==> src/rtl/ram_to_axis_reader.sv <==
// ram_to_axis_reader
//    Reads a packet of ceil(len/DAT_BYTS) consecutive words from a fixed-latency
//    RAM and streams them out as AXI-stream beats with sop/eop/mod/ctl sideband.
//    Reads are credit-limited so that every word returned by the RAM always has
//    a free slot in the output FIFO, whatever the downstream back-pressure.
//
// Ports
//    i_clk, i_rst_n              clock, asynchronous active-low reset
//    i_start, i_addr, i_len,     command strobe, first word address, length in
//    i_ctl                       bytes, sideband copied onto every beat
//    o_busy, o_done              command active / one-cycle completion pulse
//    o_ram_*, i_ram_q            RAM read port (write side tied off)
//    o_val, o_sop, o_eop, o_err, AXI-stream source
//    o_ctl, o_dat, o_mod, i_rdy
//
// state | meaning
// IDLE  | waiting for i_start
// READ  | issuing one read per cycle while credit is available
// DRAIN | all reads issued, waiting for the eop beat to leave
module ram_to_axis_reader #(
   parameter int DAT_BYTS  = 8,
   parameter int RAM_DEPTH = 512,
   parameter int RD_LAT    = 2,
   parameter int CTL_BITS  = 8,
   parameter int MOD_BITS  = $clog2(DAT_BYTS),
   localparam int DAT_BITS = DAT_BYTS * 8,
   localparam int AW       = $clog2(RAM_DEPTH)
) (
   input  logic                i_clk,
   input  logic                i_rst_n,
   input  logic                i_start,
   input  logic [AW-1:0]       i_addr,
   input  logic [15:0]         i_len,
   input  logic [CTL_BITS-1:0] i_ctl,
   output logic                o_busy,
   output logic                o_done,
   output logic [AW-1:0]       o_ram_a,
   output logic                o_ram_en,
   output logic                o_ram_re,
   output logic                o_ram_we,
   output logic [DAT_BITS-1:0] o_ram_d,
   input  logic [DAT_BITS-1:0] i_ram_q,
   output logic                o_val,
   output logic                o_sop,
   output logic                o_eop,
   output logic                o_err,
   output logic [CTL_BITS-1:0] o_ctl,
   output logic [DAT_BITS-1:0] o_dat,
   output logic [MOD_BITS-1:0] o_mod,
   input  logic                i_rdy
);

   localparam int FD = RD_LAT + 2;
   localparam int PW = (FD > 1) ? $clog2(FD) : 1;
   localparam int CW = $clog2(FD + 1);

   typedef enum logic [1:0] {IDLE, READ, DRAIN} state_t;

   state_t              state;
   logic [AW-1:0]       ra;
   logic [15:0]         rk;
   logic [15:0]         nw;
   logic [15:0]         ok;
   logic [MOD_BITS-1:0] mod_r;
   logic [CTL_BITS-1:0] ctl_r;
   logic                done_r;
   logic                err_r;
   logic [RD_LAT-1:0]   vld;
   logic [CW-1:0]       inflight;
   logic [CW-1:0]       count;
   logic [PW-1:0]       wp;
   logic [PW-1:0]       rp;
   logic [DAT_BITS-1:0] mem [FD];

   logic [15:0] mod_calc;
   logic [15:0] nw_calc;
   logic        credit;
   logic        issue;
   logic        cap;
   logic        pop;
   logic        is_eop;

   function automatic logic [PW-1:0] ptr_next(input logic [PW-1:0] p);
      return (p == PW'(FD - 1)) ? '0 : p + PW'(1);
   endfunction

   assign mod_calc = i_len % 16'(DAT_BYTS);
   assign nw_calc  = i_len / 16'(DAT_BYTS) + 16'(mod_calc != 16'd0);

   // Reads still in the RAM pipeline already own a FIFO slot.
   assign credit = ({1'b0, inflight} + {1'b0, count}) < (CW + 1)'(FD);
   assign issue  = (state == READ) && credit;
   assign cap    = vld[RD_LAT-1];
   assign pop    = o_val && i_rdy;
   assign is_eop = (ok == nw - 16'd1);

   assign o_ram_a  = issue ? ra : '0;
   assign o_ram_en = issue;
   assign o_ram_re = issue;
   assign o_ram_we = 1'b0;
   assign o_ram_d  = '0;

   // Sideband is gated by o_val so an empty FIFO (including reset) shows all zeros.
   assign o_val  = (count != '0);
   assign o_dat  = o_val ? mem[rp] : '0;
   assign o_sop  = o_val && (ok == 16'd0);
   assign o_eop  = o_val && is_eop;
   assign o_mod  = o_eop ? mod_r : '0;
   assign o_ctl  = o_val ? ctl_r : '0;
   assign o_err  = err_r;
   assign o_done = done_r;
   assign o_busy = (state != IDLE);

   always_ff @(posedge i_clk) begin
      if (cap) mem[wp] <= i_ram_q;
   end

   always_ff @(posedge i_clk or negedge i_rst_n) begin
      if (!i_rst_n) begin
         state    <= IDLE;
         ra       <= '0;
         rk       <= '0;
         nw       <= '0;
         ok       <= '0;
         mod_r    <= '0;
         ctl_r    <= '0;
         done_r   <= 1'b0;
         err_r    <= 1'b0;
         vld      <= '0;
         inflight <= '0;
         count    <= '0;
         wp       <= '0;
         rp       <= '0;
      end else begin
         done_r   <= 1'b0;
         err_r    <= 1'b0;
         vld[0]   <= issue;
         for (int i = 1; i < RD_LAT; i++) vld[i] <= vld[i-1];
         inflight <= inflight + CW'(issue) - CW'(cap);
         count    <= count + CW'(cap) - CW'(pop);
         if (cap) wp <= ptr_next(wp);
         if (pop) begin
            rp <= ptr_next(rp);
            ok <= ok + 16'd1;
         end
         case (state)
            IDLE: begin
               if (i_start) begin
                  if (i_len == 16'd0) begin
                     done_r <= 1'b1;
                     err_r  <= 1'b1;
                  end else begin
                     ra    <= i_addr;
                     rk    <= '0;
                     nw    <= nw_calc;
                     mod_r <= MOD_BITS'(mod_calc);
                     ctl_r <= i_ctl;
                     ok    <= '0;
                     state <= READ;
                  end
               end
            end
            READ: begin
               if (issue) begin
                  ra <= (ra == AW'(RAM_DEPTH - 1)) ? '0 : ra + AW'(1);
                  rk <= rk + 16'd1;
                  if (rk == nw - 16'd1) state <= DRAIN;
               end
            end
            DRAIN: begin
               if (pop && is_eop) begin
                  state  <= IDLE;
                  done_r <= 1'b1;
               end
            end
            default: state <= IDLE;
         endcase
      end
   end

endmodule
==> config.mk <==
export PLATFORM = sky130hd
export DESIGN_NAME = ram_to_axis_reader
export DESIGN_NICKNAME = d
export VERILOG_FILES = /design/src/rtl/ram_to_axis_reader.sv
export SDC_FILE = /design/constraint.sdc
export NUM_CORES = 1
export LEC_CHECK = 0
export CAP_MARGIN = 10
export CORE_UTILIZATION = 50
export CTS_CLUSTER_SIZE = 24
export DETAILED_ROUTE_END_ITERATION = 16
export PLACE_DENSITY_LB_ADDON = 0.12
export SLEW_MARGIN = 20
export SYNTH_ARGS = -nofsm -noshare
export SYNTH_HDL_FRONTEND = slang
export SYNTH_SLANG_ARGS = --single-unit
==> constraint.sdc <==
create_clock -name i_clk -period 4.2 [get_ports i_clk]
set_input_delay 0.84 -clock i_clk [delete_from_list [all_inputs] [get_ports i_clk]]
set_output_delay 0.84 -clock i_clk [all_outputs]
set_load 0.005 [all_outputs]
# Word level (Yosys, flattened, before mapping)
# Memory sizes are Yosys's and may differ from the RTL's.
# Cells that the tools add are included.
[totals]
reg_bits = 84
ram_bits = 256
in_bits = 101
output_inout_bits = 157
elab_cells = 88
mem_count = 1
[classes]
add_sub_neg = 12
n_lt_le_gt_ge = 1
eq_ne = 12
mux = 32
bitwise = 1
reduce_logical = 15
[mem_list]
columns = ["memory", "words", "word_bits", "read_ports", "rd_clocked_by_memory_dff", "wr", "line", "rtl"]
rows = [
  ["mem", 4, 64, 1, 0, 1, "73", "logic [DAT_BITS-1:0] mem [FD];"],
]
[ops]
columns = ["op", "count"]
rows = [
  ["2-to-1 mux 16 bit", 7],
  ["2-to-1 mux 64 bit", 1],
  ["2-to-1 mux 9 bit", 5],
  ["adder 16 x 1 -> 16 bit (second input constant)", 2],
  ["equality test 16 bit", 2],
  ["logical NOT 16 bit", 2],
  ["case mux 16 bit (2 select lines)", 1],
  ["case mux 9 bit (2 select lines)", 1],
  ["nonzero test 16 bit", 1],
  ["subtractor 16 x 1 -> 16 bit (second input constant)", 1],
  ["adder 13 x 1 -> 14 bit", 1],
  ["2-to-1 mux 2 bit", 7],
  ["adder 9 x 1 -> 9 bit (second input constant)", 1],
  ["equality test 9 bit (second input constant)", 1],
  ["2-to-1 mux 8 bit", 1],
  ["!= test 2 bit (second input constant)", 4],
  ["adder 3 x 1 -> 3 bit", 2],
  ["equality test 2 bit (second input constant)", 3],
  ["2-to-1 mux 1 bit", 6],
  ["case mux 2 bit (3 select lines)", 1],
  ["subtractor 3 x 1 -> 3 bit", 2],
  ["logical AND 1 bit", 5],
  ["AND reduction 5 bit", 1],
  ["adder 2 x 1 -> 2 bit (second input constant)", 2],
  ["other kinds (12)", 13],
]

# Longest topological paths before layout
# Gate-level depths: netlist of the first run.
[logic_depth]
ltp_word = 6
mapped_depth = 11
mapped_depth_nobuf = 11

# Worst setup path after synthesis of the first run
# OpenSTA, ideal clock, no wires.
[synth_path]
path_kind = "register -> output"
startpoint = "reg nw[0]"
endpoint = "out o_mod[0]"
arrival_time_ns = 2.924
t_required_ns = 3.360
path_slack_ns = 0.436
path_stages_with_launch = 12
path_cell_list = "dfrtp_1 -> clkbuf_1 -> inv_1 -> ha_1 -> or3b_1 -> buf_6 -> or3_4 -> xor2_1 -> a2111oi_2 -> nand4_1 -> nor4_1 -> and2_1"
[synth_between]
elab_chain_len = 4
[synth_lines]
columns = ["element", "line", "rtl"]
rows = [
  ["start, declared", "62", "logic [15:0] nw;"],
  ["start signal, assigned", "155", "nw <= nw_calc;"],
  ["subtractor 16 x 1 -> 16 bit", "95", "assign is_eop = (ok == nw - 16'd1);"],
  ["equality test 16 bit", "95", ""],
  ["logical AND 1 bit", "107", "assign o_eop = o_val && is_eop;"],
  ["net o_eop", "45", "output logic o_eop,"],
  ["2-to-1 mux 3 bit", "108", "assign o_mod = o_eop ? mod_r : '0;"],
  ["end, declared", "49", "output logic [MOD_BITS-1:0] o_mod,"],
]
# The timed path passes the listed nets, and every way through them passes these cells.

# Worst setup path in the final report of the first run
[layout_path]
startpoint = "reg nw[0]"
endpoint = "out o_mod[0]"
[layout_between]
elab_chain_len = 4
[layout_lines]
columns = ["element", "line"]
rows = [
  ["subtractor 16 x 1 -> 16 bit", "95"],
  ["equality test 16 bit", "95"],
  ["logical AND 1 bit", "107"],
  ["2-to-1 mux 3 bit", "108"],
]
# Every way passes these cells.

==> results.txt, run 1 <==
----------------------------------------------------
[Synthesis]
  Number of enable flip-flop cells after synthesis ... 256
  Synthesized instance count ... approximately 1100
  Number of synthesized register bits ... roughly 340
  Async SR Flop Fraction ... between 20% and 30%
  Count of different cell masters after synthesis ... 60
  Synthesis Warnings ... 0
  Largest area contributor in the netlist ... sky130_fd_sc_hd__edfxtp_1
  Area share of the largest cell type after synthesis ... between 50% and 60%
  Predominant post-synthesis flop cell ... sky130_fd_sc_hd__edfxtp_1
  Netlist area before placement ... about 15000 µm²
  Sequential element share of the synthesized area ... approximately 64%
  Most area-consuming cells after synthesis ... sky130_fd_sc_hd__edfxtp_1, sky130_fd_sc_hd__dfrtp_1, sky130_fd_sc_hd__mux4_2
  Mean cell area of the mapped netlist ... approximately 14 µm²

[STA]
  Final Skew ... around 0.016 ns
  Post-route setup TNS ... -0.0320 ns
  Setup repair after global routing missed its margin ... yes
  Number of setup violations in the final report ... 2
  Final hold slack ... roughly 0.36 ns
  Crit path setup slack, layout ... -0.0196 ns
  Final worst-path cycle share ... 100%
  Max Transition Viols Final ... 0
  Worst slew margin relative to its limit ... 32.7%
  Max Freq ... 237 MHz
  Transition time at the pin with the least slew margin ... a little over 1 ns
  Final hold violations ... 0
  Crit path time final ... 4.22 ns

[Routing]
  Initial drt markers ... ~620
  Count of TritonRoute iterations in the first routing pass ... 4
  Number of antenna-violating nets in the routed design ... 0
  DRC violations left ... 0
  WL final ... roughly 32 mm
  Via density per instance ... approximately 5.3
  Wire length per cell after detailed routing ... 19.3 µm
  Total via count in the routed design ... approximately 9000

[Clocking]
  CTS buffer count ... 36
  Clock root buffer ... sky130_fd_sc_hd__clkbuf_16
  Clock slew seen by the registers of the worst setup and hold paths ... about 0.06 ns
  CTS tree ... done
  Clock latency of the later-clocked register in the worst-skew pair ... 0.52 ns
  Htree depth ... 2
  Total clock sinks ... 338
  Clock tree buffer depth ... 3

[Flow run]
  Max Cap Violations ... 0

[Setup path]
  Reg-to-reg setup timing slack ... ~0.93 ns
  Data arrival time of the critical path ... between 3 and 4 ns
  Maximum single-stage delay on the critical path ... 0.40 ns
  Buffers and inverters on the worst path ... 4
  Delay-heaviest family, CP ... simple AND/OR/NAND/NOR gates
  CP required ... roughly 3.4 ns
  Crit path cell chain ... inv_2, ha_4, or3b_4, or3_4, xor2_2, a2111oi_2, nand4_1, nor4_2, buf_4, buf_6, and2_1, clkbuf_2
  CP max FO ... 3
  Worst Setup Start Kind ... register
  Critical path capture point type ... output port
  Cell with the largest stage delay on the worst path ... sky130_fd_sc_hd__or3_4
  WS Path Type ... register to output port

[Status]
  Violated checks ... negative setup slack
  Result of the run ... finished with violations

[Min path]
  Type of the worst min-delay path ... register to register

[GRT]
  Largest net degree at the start of global routing ... 76
  Wire length of the first global-routing pass ... about 50 mm
  Number of global-route vias before repair ... 9155
  Remaining Overflow, GRT ... 0
  Initial antenna violation count ... 3
  Total Routing Usage GR ... around a fifth

[Cells and area]
  Design Area, Final ... roughly 19000 µm²
  Net count of the finished layout ... roughly 1400
  Final non-filler cell total ... about 1700
  Fill count ... 2262
  Area growth syn-to-layout ... 22.8%
  Proportion of layout cells with a drive suffix above 1 ... 13.6%
  Post-route core utilization ... 62.7%

[Place]
  Sum of net half-perimeters after detailed placement ... approximately 21 mm
  Placed Instance Area ... 17400 µm²
  Placed Cells ... between 1500 and 2000
  Placer congestion estimate ... 0.917
  Count of port buffers added during placement ... 192

[Floorplan]
  Die Outline Area ... about 31000 µm²
  Core region area ... roughly 30000 µm²
  Initial core utilization ... 51.0%
  IO Pins ... approximately 260
  Horizontal extent of the die ... 176 µm
  Site row count ... 63
  Height of the die ... ~180 µm

[Power]
  Max rail drop VDD ... approximately 0.00038 V
  Power density over the cells ... between 600 and 700 nW/µm²
  Static Leak ... slightly below 7 nW

----------------------------------------------------
-- power by group --
part | total [W] | switching (W) | leakage [nW] | internal [W]
Sequential | 0.00471 | 0.000443 | 3.36 | 0.00426
Clock | 0.00300 | 0.00124 | 0.539 | 0.00176
Combinational | 0.00487 | 0.00217 | 2.95 | 0.00269
Total | 0.0126 | 0.00385 | 6.85 | 0.00872
-- worst register-to-register path, delay by kind of cell, from the launching register on --
| kind | cells | cell delay (ns) |
|---|---|---|
| adder cells (fa/ha/maj) | 1 | 0.13 |
| AO/OA/AOI/OAI | 3 | 0.58 |
| AND/OR/NAND/NOR | 4 | 1.93 |
| flip-flops | 1 | 0.39 |
| buffers and inverters | 2 | 0.18 |
-- path summary, 6_finish.rpt --
check                      startpoint       end  depth (start not counted)
max                             nw[0]  o_mod[0]                         12
max in group asynchronous     i_rst_n  ctl_r[7]                          2
max reg2reg                     nw[0]  state[1]                         10
min                            vld[0]    vld[1]                          0
min reg2reg                    vld[0]    vld[1]                          0
min in group asynchronous     i_rst_n  ctl_r[2]                          1
-- routing by layer --
metal  vias up  wire length, µm  track usage [%]  part of all wire, %
li1       4150                -                -                    -
met1      4507            13500             27.5                   42
met2       263            16000             36.0                   49
met3        47             2230             5.38                  6.9
met4         4              605             5.54                  1.9
met5         -               24                0                0.074
-- final cells by class --
class                   count  area [µm²]  share of cell area, %
multi-input cells         639        4970                   26.7
clock inverters            10         126                  0.678
inverters                  25        93.8                  0.504
repair buffers            226        2220                   11.9
clock buffers              49         980                   5.26
well taps                 390         488                   2.62
diodes                      1        2.50                 0.0134
flip-flops and latches    338        9750                   52.3
-- Yosys cell counts, types with 3 or more instances --
| cell | count |
|---|---|
| sky130_fd_sc_hd__or3_1 | 5 |
| sky130_fd_sc_hd__nor4_1 | 11 |
| sky130_fd_sc_hd__clkbuf_1 | 36 |
| sky130_fd_sc_hd__nor2_1 | 51 |
| sky130_fd_sc_hd__or4_1 | 5 |
| sky130_fd_sc_hd__nand3_1 | 26 |
| sky130_fd_sc_hd__and2_1 | 89 |
| sky130_fd_sc_hd__nor3_1 | 13 |
| sky130_fd_sc_hd__dfrtp_1 | 82 |
| sky130_fd_sc_hd__ha_1 | 19 |
| sky130_fd_sc_hd__nand4_1 | 15 |
| sky130_fd_sc_hd__xnor2_1 | 28 |
| sky130_fd_sc_hd__inv_1 | 24 |
| sky130_fd_sc_hd__xor2_1 | 48 |
| sky130_fd_sc_hd__nor4b_1 | 3 |
| sky130_fd_sc_hd__nand2_1 | 97 |
| sky130_fd_sc_hd__buf_1 | 7 |
| sky130_fd_sc_hd__and3_1 | 11 |
| sky130_fd_sc_hd__nor3b_1 | 4 |
| sky130_fd_sc_hd__and4_1 | 4 |
| sky130_fd_sc_hd__buf_4 | 66 |
| sky130_fd_sc_hd__edfxtp_1 | 256 |
| sky130_fd_sc_hd__a21oi_1 | 9 |
| sky130_fd_sc_hd__mux4_2 | 64 |
| sky130_fd_sc_hd__o21ai_0 | 33 |
-- through the flow --
step                total power [W]  setup slack, ns
global placement            0.00952           0.0455
detailed placement          0.00956           0.0290
CTS                          0.0127           -0.175
floorplan                   0.00739            0.436
finish                       0.0126          -0.0196
global route                 0.0133           -0.219
-- kinds of logic (layout without fill, tap and decap cells) --
kind of cell             count (synthesis)  after routing  share of synthesized area (%)
buffers and inverters                  138            310                           5.16
adder cells (fa/ha/maj)                 21             21                           1.83
AO/OA/AOI/OAI                           63             63                           2.65
multiplexers                            65             65                           9.57
other                                    1             66                         0.0247
XOR/XNOR                                77             77                           4.54
AND/OR/NAND/NOR                        348            348                           12.0
flip-flops                             338            338                           64.2
-- state kept, by name, summed over array words and instances (netlist names) --
| signal | count |
|---|---|
| mem | 256 |
| ok | 16 |
| rk | 16 |
| nw | 14 |
| ra | 9 |
| ctl_r | 8 |
| count | 3 |
| inflight | 3 |
| mod_r | 3 |
| rp | 2 |
| state | 2 |
| vld | 2 |
| wp | 2 |
| o_done | 1 |
| o_err | 1 |
-- cells in the final DEF, fill, tap and decap left out, drive strengths merged, types with 11 or more instances in the layout --
cell           synthesis  final
edfxtp               256    256
nor4                  13     13
inv                   24     26
clkdlybuf4s50          0    187
buf                   77     36
nand3                 26     26
clkbuf                36     51
o21ai                 33     33
xor2                  48     48
nand2                 97     97
xnor2                 28     28
and2                  89     89
conb                   1     65
ha                    19     19
nand4                 15     15
and3                  11     11
dfrtp                 82     82
mux4                  64     64
nor3                  13     13
nor2                  51     51
-- what timing repair did --
item | 4_1_cts | 5_1_grt
resized for setup | 9 | 18
setup endpoints to repair | 4 | 4
hold buffers | 0 | 0
setup buffers | 6 | 3
pin swaps | 6 | 7
Note: power is estimated with default switching activity, not from simulation.
==> inputs of run 2 (changes only) <==
--- a/config.mk
+++ b/config.mk
@@ -6,6 +6,7 @@
 export NUM_CORES = 1
 export LEC_CHECK = 0
 export CAP_MARGIN = 10
+export CORE_MARGIN = 2
 export CORE_UTILIZATION = 50
 export CTS_CLUSTER_SIZE = 24
 export DETAILED_ROUTE_END_ITERATION = 16
==> run 2 against run 1 <==
  * The run now ends clean
  * Maximum frequency is 0.92% higher
  * Combinational power increased by 1%
  * Non-clock buffer count increased by 4
  * Wire length is 4.3% higher
  * Cell count is 0.89% higher
  * Clock skew is 0.0034 ns higher
  * Critical path type unchanged
  * First-iteration DRC count is 11% lower
==> results.txt, run 2 (same netlist as run 1, synthesis figures left out) <==
----------------------------------------------------
[Status]
  Result of the run ... completed

[Floorplan]
  Core region area ... 29800 µm²
  Height of the die ... ~180 µm
  Die Outline Area ... roughly 32000 µm²
  Horizontal extent of the die ... between 150 and 200 µm
  IO Pins ... ~260
  Initial core utilization ... slightly above 50%
  Site row count ... 63

[Cells and area]
  Final non-filler cell total ... ~1700
  Net count of the finished layout ... about 1400
  Register containing the most flip-flops in the final layout ... mem
  Area growth syn-to-layout ... 24.0%
  Post-route core utilization ... between 60% and 70%
  Leading cell types in the layout, fill and taps excluded ... sky130_fd_sc_hd__edfxtp_1, sky130_fd_sc_hd__clkdlybuf4s50_1, sky130_fd_sc_hd__nand2_1, sky130_fd_sc_hd__and2_1, sky130_fd_sc_hd__dfrtp_1
  Most common cell after layout, fill and taps aside ... sky130_fd_sc_hd__edfxtp_1
  Proportion of layout cells with a drive suffix above 1 ... between 10 and 15%
  Largest regs ... mem (256), ok (16), rk (16)
  Flip-flop count of the largest register after layout ... ~260

[STA]
  Worst slew margin relative to its limit ... 32.0%
  Max Freq ... around 240 MHz
  Post-route setup TNS ... 0 ns
  Final hold slack ... approximately 0.34 ns
  Crit path time final ... ~4.2 ns
  Final Skew ... around 0.02 ns
  Final hold violations ... 0
  Number of setup violations in the final report ... 0
  Transition time at the pin with the least slew margin ... 1.02 ns
  Max Transition Viols Final ... 0
  Setup repair after global routing missed its margin ... yes
  Final worst-path cycle share ... between 90% and 100%

[Clocking]
  Htree depth ... 2
  Clock root buffer ... sky130_fd_sc_hd__clkbuf_16
  CTS tree ... done
  CTS buffer count ... 37
  Clock slew seen by the registers of the worst setup and hold paths ... 0.06 ns
  Total clock sinks ... approximately 340
  Clock tree buffer depth ... 3
  Clock latency of the later-clocked register in the worst-skew pair ... roughly 0.53 ns

[Routing]
  WL final ... roughly 34 mm
  Total via count in the routed design ... between 8000 and 9000
  Via density per instance ... around 5.3
  Number of antenna-violating nets in the routed design ... 0
  DRC violations left ... 0
  Initial drt markers ... between 500 and 600
  Count of TritonRoute iterations in the first routing pass ... 5
  Wire length per cell after detailed routing ... roughly 20 µm

[GRT]
  Number of global-route vias before repair ... 9041
  Remaining Overflow, GRT ... 0
  Initial antenna violation count ... 6
  Wire length of the first global-routing pass ... between 50 and 60 mm
  Largest net degree at the start of global routing ... 65
  Total Routing Usage GR ... a little over a fifth

[Place]
  Count of port buffers added during placement ... around 190
  Placer congestion estimate ... between 0.8 and 0.9
  Placed Cells ... 1618
  Sum of net half-perimeters after detailed placement ... 22.2 mm

[Setup path]
  Data arrival time of the critical path ... about 3.3 ns
  CP required ... ~3.4 ns
  WS Path Type ... register to output port
  Worst Setup Start Kind ... register
  CP max FO ... 4
  Critical path capture point type ... output port

[Min path]
  Type of the worst min-delay path ... register to register

[Power]
  Overall Power ... roughly 0.013 W
  Power density over the cells ... about 680 nW/µm²
  Static Leak ... slightly below 7 nW
  Max rail drop VDD ... about 0.00037 V

[Flow run]
  Max Cap Violations ... 0

----------------------------------------------------
run 2: changes by cell type in the layout (fill, tap and decap cells not counted), moves of 3 or more:
cell,change
sky130_fd_sc_hd__and2_4,+7
sky130_fd_sc_hd__buf_6,+5
sky130_fd_sc_hd__and2_2,-4
sky130_fd_sc_hd__buf_4,+4
sky130_fd_sc_hd__diode_2,+4
sky130_fd_sc_hd__and2_1,-3
sky130_fd_sc_hd__clkbuf_8,+3
sky130_fd_sc_hd__clkinv_2,+3
run 2: cell type report:
| cell class | instances | area (µm²) |
|---|---|---|
| fill | 2230 | 11000 |
| sequential | 338 | 9740 |
| timing repair buffer | 230 | 2250 |
| multi-input combinational | 639 | 5010 |
| inverter | 25 | 93.8 |
| clock buffer | 55 | 1070 |
| antenna | 5 | 12.5 |
| tap | 390 | 488 |
| clock inverter | 11 | 131 |
run 2: where the power goes:
group / switching, W / total (W) / internal (W)
clock: 0.00128 / 0.00318 / 0.00190
sequential: 0.000472 / 0.00474 / 0.00427
combinational: 0.00224 / 0.00494 / 0.00270
total: 0.00399 / 0.0129 / 0.00887
run 2: worst paths after layout:
path	from	endpoint	slack [ns]	cells after the start
max	nw[1]	o_mod[1]	0.02	14
min	vld[0]	vld[1]	0.34	0
max reg2reg	nw[1]	state[1]	0.63	10
min reg2reg	vld[0]	vld[1]	0.34	0
max in group asynchronous	i_rst_n	ok[8]	2.92	2
min in group asynchronous	i_rst_n	o_done	0.38	1
run 2: per-stage QoR:
step | instance area [µm²] | setup WS [ns]
2_1_floorplan | 15400 | 0.436
3_3_place_gp | 17400 | -0.222
3_5_place_dp | 17400 | -0.209
4_1_cts | 18700 | -0.117
5_1_grt | 18800 | -0.125
6_report | 18800 | 0.0190
run 2: worst max-delay path, cell delays in order (launching register included):
cell and delay [ns]:
sky130_fd_sc_hd__dfrtp_1 0.38, sky130_fd_sc_hd__inv_1 0.07, sky130_fd_sc_hd__ha_2 0.17, sky130_fd_sc_hd__or3b_4 0.40, sky130_fd_sc_hd__buf_6 0.14, sky130_fd_sc_hd__buf_6 0.11
sky130_fd_sc_hd__nor4b_4 0.21, sky130_fd_sc_hd__nor3_2 0.08, sky130_fd_sc_hd__a2111oi_2 0.36, sky130_fd_sc_hd__nand4_1 0.22, sky130_fd_sc_hd__nor4_4 0.20, sky130_fd_sc_hd__buf_4 0.17
sky130_fd_sc_hd__buf_6 0.09, sky130_fd_sc_hd__and2_4 0.13, sky130_fd_sc_hd__buf_6 0.08
run 2: what timing repair did:
action / 4_1_cts / 5_1_grt
pin swaps: 6 / 5
hold buffers: 0 / 0
gates resized for setup: 23 / 20
endpoints found under the setup margin: 4 / 4
endpoints found under the hold margin: 0 / 0
setup buffers: 3 / 2
run 2: routing by layer:
layer / global-route usage [%] / vias to the layer above / routed length, µm
met1: 27.9 / 4429 / 13800
met3: 6.84 / 69 / 2640
met4: 7.01 / 4 / 983
li1: - / 4181 / -
met2: 35.4 / 261 / 16300
met5: 0 / - / 25
